`src/rtl/segdisplay_mux_if.sv`:
```
// Host-side frame/brightness inputs and board-side seg/an pins of the multiplexed 7-segment driver.
// Purely combinational bundle; no backpressure, every signal is sampled or driven each cycle.
interface segdisplay_mux_if #(
  parameter int N_DIGITS = 4
);
  logic [4*N_DIGITS-1:0] digit_val;
  logic [N_DIGITS-1:0]   dp;
  logic [N_DIGITS-1:0]   blank;
  logic                  load;
  logic [3:0]            bright;
  logic [7:0]            seg;
  logic [N_DIGITS-1:0]   an;
  logic                  frame_done;

  modport master (
    output digit_val, dp, blank, load, bright,
    input  seg, an, frame_done
  );

  modport slave (
    input  digit_val, dp, blank, load, bright,
    output seg, an, frame_done
  );
endinterface

```
`src/rtl/segdisplay_mux.sv`:
```
// N-digit multiplexed 7-segment scanner with double-buffered frames and PWM brightness.
// Registered seg/an, one cycle after scan state; no backpressure, a load is accepted on any cycle.
module segdisplay_mux #(
  parameter int N_DIGITS   = 4,
  parameter int DWELL_LOG2 = 8
) (
  input  logic              segclk,
  input  logic              clr_n,
  segdisplay_mux_if.slave   bus
);
  localparam int DW = (N_DIGITS > 1) ? $clog2(N_DIGITS) : 1;
  localparam logic [DWELL_LOG2-1:0] CNT_MAX = '1;
  localparam logic [DW-1:0]         DIG_TOP = DW'(N_DIGITS - 1);

  logic [DWELL_LOG2-1:0] cnt_q, cnt_d;
  logic [DW-1:0]         dig_q, dig_d;
  logic [4*N_DIGITS-1:0] act_val_q, act_val_d, pend_val_q, pend_val_d;
  logic [N_DIGITS-1:0]   act_dp_q, act_dp_d, pend_dp_q, pend_dp_d;
  logic [N_DIGITS-1:0]   act_blank_q, act_blank_d, pend_blank_q, pend_blank_d;
  logic                  pend_vld_q, pend_vld_d;
  logic [7:0]            seg_q, seg_d;
  logic [N_DIGITS-1:0]   an_q, an_d;
  logic                  frame_done_q, frame_done_d;

  logic                  boundary;
  logic [3:0]            cur_val;
  logic                  cur_dp;
  logic                  cur_blank;
  logic                  lit;

  function automatic logic [6:0] hex7(input logic [3:0] v);
    case (v)
      4'h0: hex7 = 7'h40;  4'h1: hex7 = 7'h79;  4'h2: hex7 = 7'h24;  4'h3: hex7 = 7'h30;
      4'h4: hex7 = 7'h19;  4'h5: hex7 = 7'h12;  4'h6: hex7 = 7'h02;  4'h7: hex7 = 7'h78;
      4'h8: hex7 = 7'h00;  4'h9: hex7 = 7'h10;  4'hA: hex7 = 7'h08;  4'hB: hex7 = 7'h03;
      4'hC: hex7 = 7'h46;  4'hD: hex7 = 7'h21;  4'hE: hex7 = 7'h06;  default: hex7 = 7'h0E;
    endcase
  endfunction

  // Scan: leftmost digit first, one slot of 2**DWELL_LOG2 cycles each.
  always_comb begin
    cnt_d    = cnt_q + 1'b1;
    dig_d    = dig_q;
    boundary = (cnt_q == CNT_MAX) && (dig_q == '0);
    if (cnt_q == CNT_MAX) begin
      dig_d = (dig_q == '0) ? DIG_TOP : dig_q - 1'b1;
    end
  end

  // The active buffer only moves at the frame boundary, so a frame never tears.
  always_comb begin
    act_val_d    = act_val_q;
    act_dp_d     = act_dp_q;
    act_blank_d  = act_blank_q;
    pend_val_d   = pend_val_q;
    pend_dp_d    = pend_dp_q;
    pend_blank_d = pend_blank_q;
    pend_vld_d   = pend_vld_q;
    frame_done_d = boundary;
    if (bus.load) begin
      pend_val_d   = bus.digit_val;
      pend_dp_d    = bus.dp;
      pend_blank_d = bus.blank;
      pend_vld_d   = 1'b1;
    end
    if (boundary) begin
      pend_vld_d = 1'b0;
      if (bus.load) begin
        act_val_d   = bus.digit_val;
        act_dp_d    = bus.dp;
        act_blank_d = bus.blank;
      end else if (pend_vld_q) begin
        act_val_d   = pend_val_q;
        act_dp_d    = pend_dp_q;
        act_blank_d = pend_blank_q;
      end
    end
  end

  always_comb begin
    cur_val   = '0;
    cur_dp    = 1'b0;
    cur_blank = 1'b1;
    for (int k = 0; k < N_DIGITS; k++) begin
      if (dig_q == DW'(k)) begin
        cur_val   = act_val_q[4*k +: 4];
        cur_dp    = act_dp_q[k];
        cur_blank = act_blank_q[k];
      end
    end
    // Top four count bits form the PWM phase within the slot.
    lit   = (cnt_q[DWELL_LOG2-1 -: 4] <= bus.bright) && !cur_blank;
    seg_d = lit ? {~cur_dp, hex7(cur_val)} : 8'hFF;
    an_d  = lit ? ~(N_DIGITS'(1) << dig_q) : '1;
  end

  always_ff @(posedge segclk or negedge clr_n) begin
    if (!clr_n) begin
      cnt_q        <= '0;
      dig_q        <= DIG_TOP;
      act_val_q    <= '0;
      act_dp_q     <= '0;
      act_blank_q  <= '1;
      pend_val_q   <= '0;
      pend_dp_q    <= '0;
      pend_blank_q <= '1;
      pend_vld_q   <= 1'b0;
      seg_q        <= 8'hFF;
      an_q         <= '1;
      frame_done_q <= 1'b0;
    end else begin
      cnt_q        <= cnt_d;
      dig_q        <= dig_d;
      act_val_q    <= act_val_d;
      act_dp_q     <= act_dp_d;
      act_blank_q  <= act_blank_d;
      pend_val_q   <= pend_val_d;
      pend_dp_q    <= pend_dp_d;
      pend_blank_q <= pend_blank_d;
      pend_vld_q   <= pend_vld_d;
      seg_q        <= seg_d;
      an_q         <= an_d;
      frame_done_q <= frame_done_d;
    end
  end

  assign bus.seg        = seg_q;
  assign bus.an         = an_q;
  assign bus.frame_done = frame_done_q;
endmodule

```
`src/flat_wrapper.sv`:
```
// flat-port wrapper written by rule: the top's interface ports become plain ports
module segdisplay_mux_flat 
#(
  parameter int N_DIGITS   = 4,
  parameter int DWELL_LOG2 = 8
)
  (segclk, clr_n, bus_digit_val, bus_dp, bus_blank, bus_load, bus_bright, bus_seg, bus_an, bus_frame_done);
  segdisplay_mux_if #(.N_DIGITS(N_DIGITS)) bus_i ();
  input  logic segclk;
  input  logic clr_n;
  input wire logic [$bits(bus_i.digit_val)-1:0] bus_digit_val;
  input wire logic [$bits(bus_i.dp)-1:0] bus_dp;
  input wire logic [$bits(bus_i.blank)-1:0] bus_blank;
  input wire logic [$bits(bus_i.load)-1:0] bus_load;
  input wire logic [$bits(bus_i.bright)-1:0] bus_bright;
  output wire logic [$bits(bus_i.seg)-1:0] bus_seg;
  output wire logic [$bits(bus_i.an)-1:0] bus_an;
  output wire logic [$bits(bus_i.frame_done)-1:0] bus_frame_done;
  assign bus_i.digit_val = bus_digit_val;
  assign bus_i.dp = bus_dp;
  assign bus_i.blank = bus_blank;
  assign bus_i.load = bus_load;
  assign bus_i.bright = bus_bright;
  assign bus_seg = bus_i.seg;
  assign bus_an = bus_i.an;
  assign bus_frame_done = bus_i.frame_done;
  segdisplay_mux #(.N_DIGITS(N_DIGITS), .DWELL_LOG2(DWELL_LOG2)) u_core (.segclk(segclk), .clr_n(clr_n), .bus(bus_i));
endmodule
```
`config.mk`:
```
export PLATFORM = sky130hd
export DESIGN_NAME = segdisplay_mux_flat
export DESIGN_NICKNAME = d
export VERILOG_FILES = /design/src/rtl/segdisplay_mux_if.sv /design/src/rtl/segdisplay_mux.sv /design/src/flat_wrapper.sv
export SDC_FILE = /design/constraint.sdc
export NUM_CORES = 1
export LEC_CHECK = 0
export ABC_AREA = 1
export CAP_MARGIN = 10
export CORE_UTILIZATION = 40
export DETAILED_ROUTE_END_ITERATION = 12
export GPL_TIMING_DRIVEN = 0
export SYNTH_ARGS = -nofsm -noshare
export SYNTH_HDL_FRONTEND = slang
export SYNTH_SLANG_ARGS = --single-unit
export TNS_END_PERCENT = 5
```
`constraint.sdc`:
```
create_clock -name segclk -period 3.11 [get_ports segclk]
set_input_delay 0.933 -clock segclk [delete_from_list [all_inputs] [get_ports segclk]]
set_output_delay 0.933 -clock segclk [all_outputs]
set_load 0.02 [all_outputs]
```
* After elaboration in Yosys (flattened, before gate mapping)
Memories as Yosys holds them, arrays and structs flattened.
Cells that the tools add are included.
** Word-level totals
- Register bits :: 72
- Bits in latches :: 0
- Bits in writable memories :: 0
- Bits in read-only memories :: 112
- Input port bits :: 31
- Output and inout port bits :: 13
- Logic and storage cells :: 53
- Memories :: 1
** Memories
- (name not given) :: words 16, width 7, rd ports 1, clocked after Yosys merged registers in 0, write ports 0, line segdisplay_mux.sv:32 : case (v)
** Cells by class
- $add $sub $neg :: 2
- $mul :: 0
- Div/mod/pow operators :: 0
- Magnitude comparators :: 1
- Equality and inequality tests :: 4
- Shifts and indexed selects :: 1
- Multiplexer cells :: 23
- Bitwise operators :: 2
- Reductions and logical operators :: 7
** Operators with widths (count)
- $mux 4 :: 9
- $mux 16 :: 2
- $mux 1 :: 10
- $add 8x1->8 const B :: 1
- $eq 8x8->1 const B :: 1
- $mux 8 :: 1
- $eq 2x2->1 const B :: 2
- $le 4x4->1 :: 1
- $not 4->4 :: 1
- $reduce_bool 2->1 :: 2
- $shl 1x2->4 const A :: 1
- $eq 2x1->1 const B :: 1
- $logic_and 1x1->1 :: 2
- $logic_not 2->1 :: 1
- $mux 2 :: 1
- $reduce_and 2->1 :: 1
- $sub 2x1->2 const B :: 1
- $logic_not 1->1 :: 1
- $not 1->1 :: 1

* Longest topological paths before layout
- Word-level depth :: 8
- Gate-level depth with buffers :: 14
- Gate-level depth less buffers :: 14

* Least setup slack after synthesis
Ideal clock, no wire load.
- Kind :: reg-to-reg
- Start point :: register u_core.dig_q[0]
- End point :: register u_core.seg_q[0] (netlist: u_core.bus.seg[0])
- Setup time :: 86 ps
- Data arrival time :: 2065 ps
- Required time :: 3024 ps
- Slack :: 960 ps
- Stages on the path, launching flop included :: 13
- Buffers on the path :: 1
- Clock period less this slack :: 2150 ps
- Cells stage by stage :: dfstp_2 > inv_1 > ha_1 > buf_2 > a21oi_1 > nand2_1 > a21boi_1 > inv_1 > ha_1 > inv_1 > nand3_1 > nand3_1 > nand3_1
** Between the ends
- Word-level cells in the longest chain between the ends :: 8
- Elaborated cells between the ends (all ways) :: 16
** Ends and longest elaborated chain
- from (decl) :: line segdisplay_mux.sv:16 : logic [DW-1:0] dig_q, dig_d;
- from (signal assigned) :: line segdisplay_mux.sv:113 : dig_q <= dig_d;
- branches (longest 7 deep; another with $mem_v2 16x7)
- $mux 8 * :: line segdisplay_mux.sv:93 : seg_d = lit ? {~cur_dp, hex7(cur_val)} : 8'hFF;
- net u_core.seg_d[0] :: line segdisplay_mux.sv:21 : logic [7:0] seg_q, seg_d;
- to (signal assigned) :: line segdisplay_mux.sv:121 : seg_q <= seg_d;
- to (decl) :: line segdisplay_mux.sv:21
Mark *: on every way through the listed nets, which the timed path passes.
A chain may end at the register's enable or synchronous reset.

* Worst setup path after layout
- Start point :: register u_core.dig_q[0]
- End point :: register u_core.seg_q[3] (netlist: u_core.bus.seg[3])
Same word-level chain as after synthesis.

==> results.toml <==
[outcome]
result_of_the_run = "finished clean"

[drt]
drt_pass1_iterations = 4
drt-total-wl_um = 6650
drt_first_iter_violations = 54
avgViaCountPerCell = 4.67
drc_errors = 0
routed_wire_length_per_instance_um = 11.9
postRouteAntennaNets = 0
vias = 2605

[synthesis]
syn_nets = 443
synthesis.yosys.warnings = 0
yosysSeqAreaShare_pct = 53.6
yosys.area_share.xor_xnor_pct = 1.54
synth-seq-cells = 72
synth_top_family_by_area = "simple AND/OR/NAND/NOR gates"
synth.mux.area_fraction_pct = 0
syn_area_um2 = 3410
synth_cells = 396
adder_cell_fraction_of_synth_area_pct = 5.87
synth_compound_area_share_pct = 7.70
synth.avg_cell_area_um2 = 8.62
yosys.area_share.simple_pct = 24.8
synthDistinctLibCells = 28

[worst_setup_path]
rr_endpoint = "u_core.bus.seg[3]"
cpMaxStageDelayCell = "sky130_fd_sc_hd__dfstp_2"
worstReg2RegStart = "u_core.dig_q[0]"
worstPathMaxFanout = 10
crit_path_end_kind = "flip-flop"
crit_path_max_incr_delay_ns = 0.56
critical_path_class = "reg -> reg"
r2r_slack_ns = 0.57
worstPathRequired_ns = 3.37
path_common_cell = "sky130_fd_sc_hd__nand2_1"
timing.critical_path.cells = "inv_1, ha_1, buf_2, a21oi_1, nand2_1, a21boi_1, inv_1, ha_1, nand2_1, nand2_1, nand2_1, nand3_1"
worstPathArrival_ns = 2.80
r2r_cell_count = 12
critical_path.startpoint_type = "flip-flop"

[flow_run]
timing.max_cap.violations = 0

[sta]
grt_setup_unrepaired = "no"
hold_slack_ns = 0.458
final_hold_vio_count = 0
period_share_pct = 81.8
finalWorstSetupSlack_ns = 0.567
worst_slew_margin_rel_pct = 41.6
timing_worst_slew_pin_value_ns = 0.876
clock_skew_ns = 0.0107
max_clock_freq_mhz = 393
final.setup.tns_ns = 0
maxSlewViolCount = 0
final-setup-viol-count = 0
post_layout_min_period_ns = 2.54

[hold_path]
worst_hold_path.endpoint = "u_core.cnt_q[0]"
hp-class = "reg -> reg"
worst_hold_path.num_cells = 1
timing.hold.worst.start = "u_core.cnt_q[0]"

[power_and_ir_drop]
net-switching-power_mw = 0.477
share_seq_of_total_power_pct = 54.5
power.static_leakage_nw = 2.08
power_frac_clock_pct = 34.7
p_total_mw = 1.87
power.share.switching_pct = 25.4
comb_power_share_pct = 10.8
powerDensity_nw_per_um2 = 453
ir_worst_vdd_mv = 0.232
power.internal_mw = 1.40

[place]
place_area_um2 = 3960
portBuffers = 42
place.gp.congestion = 0.831
place.detailed.hpwl_um = 4890
dp_slack_ns = 0.382

[clock_tree]
htree_levels = 3
insertion_delay_of_the_later_clocked_pin_in_the_worst_skew_pair_ns = 0.35
max-clock-path-buffers = 2
tritoncts = "done"
cts_setup_buffers = 0
clock_buffer_count_from_cts = 9
cts_root_buf = "sky130_fd_sc_hd__clkbuf_8"
cts_sinks = 72
post_cts_resize_count = 0
cts-hold-fix-buffers = 0
clk_transition_reported_paths_ns = 0.08

[layout]
drive_gt1_share_pct = 13.7
num_antenna_cells = 0
area.growth.synth_to_final_pct = 21.1
number_of_filler_instances_in_the_final_layout = 830
layout.cell_area.non_filler_um2 = 4130
finalNetCount = 496

[floorplan]
die_width_um = 94.4
core_area_um2 = 8220
top_level_ports = 44
starting_density_pct = 41.5
die_h_um = 94.4
die_area_um2 = 8910
placement_rows = 33

[global_routing]
vias_in_the_first_global_route = 2506
grt_util_all_layers_pct = 17.1
gr-total-overflow = 0
number_of_antenna_violations_at_the_first_check_in_global_routing = 0
grt_first_pass_wirelength_um = 11600
grt_max_degree = 73
[cell usage after synthesis]
library cell / count / share of area (%)
sky130_fd_sc_hd__o21ai_0: 23 / 3.4
sky130_fd_sc_hd__nor2_2: 1 / 0.18
sky130_fd_sc_hd__a21boi_1: 1 / 0.22
sky130_fd_sc_hd__o21ai_2: 6 / 1.5
sky130_fd_sc_hd__a21oi_1: 12 / 1.8
sky130_fd_sc_hd__o21bai_1: 1 / 0.22
sky130_fd_sc_hd__nor3_1: 1 / 0.15
sky130_fd_sc_hd__nor2_1: 11 / 1.2
sky130_fd_sc_hd__nand3_1: 20 / 2.9
sky130_fd_sc_hd__xor2_1: 6 / 1.5
sky130_fd_sc_hd__inv_1: 34 / 3.7
sky130_fd_sc_hd__buf_6: 4 / 1.3
sky130_fd_sc_hd__ha_1: 16 / 5.9
sky130_fd_sc_hd__nand2_2: 2 / 0.37
sky130_fd_sc_hd__a22oi_1: 1 / 0.22
sky130_fd_sc_hd__nor2_4: 1 / 0.33
sky130_fd_sc_hd__clkbuf_1: 3 / 0.33
sky130_fd_sc_hd__nor3_2: 1 / 0.29
sky130_fd_sc_hd__inv_2: 1 / 0.11
sky130_fd_sc_hd__nor2_8: 1 / 0.59
sky130_fd_sc_hd__buf_1: 1 / 0.11
sky130_fd_sc_hd__o211ai_1: 1 / 0.22
sky130_fd_sc_hd__buf_2: 6 / 0.88
sky130_fd_sc_hd__nand3_2: 1 / 0.29
sky130_fd_sc_hd__o21ai_1: 1 / 0.15
sky130_fd_sc_hd__dfrtp_1: 50 / 37
sky130_fd_sc_hd__nand2_1: 168 / 18
sky130_fd_sc_hd__dfstp_2: 22 / 17
[cells in the final DEF, fill, tap and decap left out, types with 2 or more instances in the layout]
master	synthesis	final
sky130_fd_sc_hd__a21oi_1	12	12
sky130_fd_sc_hd__buf_2	6	6
sky130_fd_sc_hd__buf_6	4	4
sky130_fd_sc_hd__clkbuf_1	3	3
sky130_fd_sc_hd__clkbuf_8	0	10
sky130_fd_sc_hd__clkdlybuf4s50_1	0	41
sky130_fd_sc_hd__clkinv_2	0	2
sky130_fd_sc_hd__clkinvlp_4	0	2
sky130_fd_sc_hd__dfrtp_1	50	50
sky130_fd_sc_hd__dfstp_2	22	22
sky130_fd_sc_hd__ha_1	16	16
sky130_fd_sc_hd__inv_1	34	34
sky130_fd_sc_hd__nand2_1	168	168
sky130_fd_sc_hd__nand2_2	2	2
sky130_fd_sc_hd__nand3_1	20	20
sky130_fd_sc_hd__nor2_1	11	11
sky130_fd_sc_hd__o21ai_0	23	23
sky130_fd_sc_hd__o21ai_2	6	6
sky130_fd_sc_hd__xor2_1	6	6
[state kept, by name, indices dropped and copies added (netlist names)]
signal                 cells
u_core.act_val_q          16
u_core.bus.an              4
u_core.bus.frame_done      1
u_core.pend_dp_q           4
u_core.dig_q               2
u_core.pend_val_q         16
u_core.pend_blank_q        4
u_core.pend_vld_q          1
u_core.act_dp_q            4
u_core.act_blank_q         4
u_core.cnt_q               8
u_core.bus.seg             8
[worst max-delay path: cells and delay by family, from the launching register on]
kind | cells | cell delay (ns)
simple gates | 5 | 0.38
compound gates | 2 | 0.61
buf+inv | 3 | 0.44
flops | 1 | 0.56
fa+ha+maj | 2 | 0.47
[power groups by stage]
| stage | clock network, mW | logic (mW) | registers, mW |
|---|---|---|---|
| 2_1_floorplan | 0 | 0.0889 | 1.05 |
| 3_3_place_gp | 0 | 0.205 | 1.04 |
| 3_5_place_dp | 0 | 0.208 | 1.04 |
| 4_1_cts | 0.670 | 0.209 | 1.02 |
| 5_1_grt | 0.713 | 0.233 | 1.03 |
| 6_report | 0.650 | 0.203 | 1.02 |
[per-layer routing]
metal  GRT usage, %  share of wire, %
met1           22.5                48
met2           27.5                47
met3           3.86               3.4
met4           6.15               1.5
met5              0                 0
[area by class of cell]
type / count / area (um^2) / share of cell area, %
plain buffers: 14 / 90.1 / 2.18
clock buffers: 10 / 138 / 3.33
clock inverters: 5 / 33.8 / 0.817
inverters: 35 / 131 / 3.18
multi-input cells: 275 / 1360 / 33.0
flip-flops and latches: 72 / 1830 / 44.2
well taps: 105 / 131 / 3.18
repair buffers: 42 / 418 / 10.1
[how the worst max path moves through the flow]
| stage | start | end | slack (ns) | depth (start not counted) |
|---|---|---|---|---|
| final | u_core.dig_q[0] | u_core.bus.seg[3] | 0.57 | 12 |
| after global routing | u_core.dig_q[0] | u_core.bus.seg[3] | 0.27 | 12 |
| after CTS | u_core.dig_q[0] | u_core.bus.seg[0] | 0.59 | 12 |
| after detailed placement | bus_bright[1] | u_core.bus.seg[0] | 0.38 | 11 |
| after global placement | clr_n | u_core.cnt_q[2] | -1.31 | 1 |
| after floorplan | u_core.dig_q[0] | u_core.bus.seg[0] | 0.96 | 12 |
[stage by stage]
| step | instances | util [%] |
|---|---|---|
| after floorplan | 396 | - |
| after global placement | 543 | 48.3 |
| after detailed placement | 543 | 48.2 |
| after CTS | 558 | 50.3 |
| after global routing | 558 | 50.3 |
| final | 558 | 50.3 |
[cells by family after synthesis]
| kind of cell | count (synthesis) |
|---|---|
| xor gates and xnor gates | 6 |
| and+or+nand+nor | 207 |
| AOI/OAI and AO/OA | 46 |
| adders and majority gates | 16 |
| buffers and inverters | 49 |
| DFF | 72 |
No activity file was read; power rests on OpenSTA's default activity.
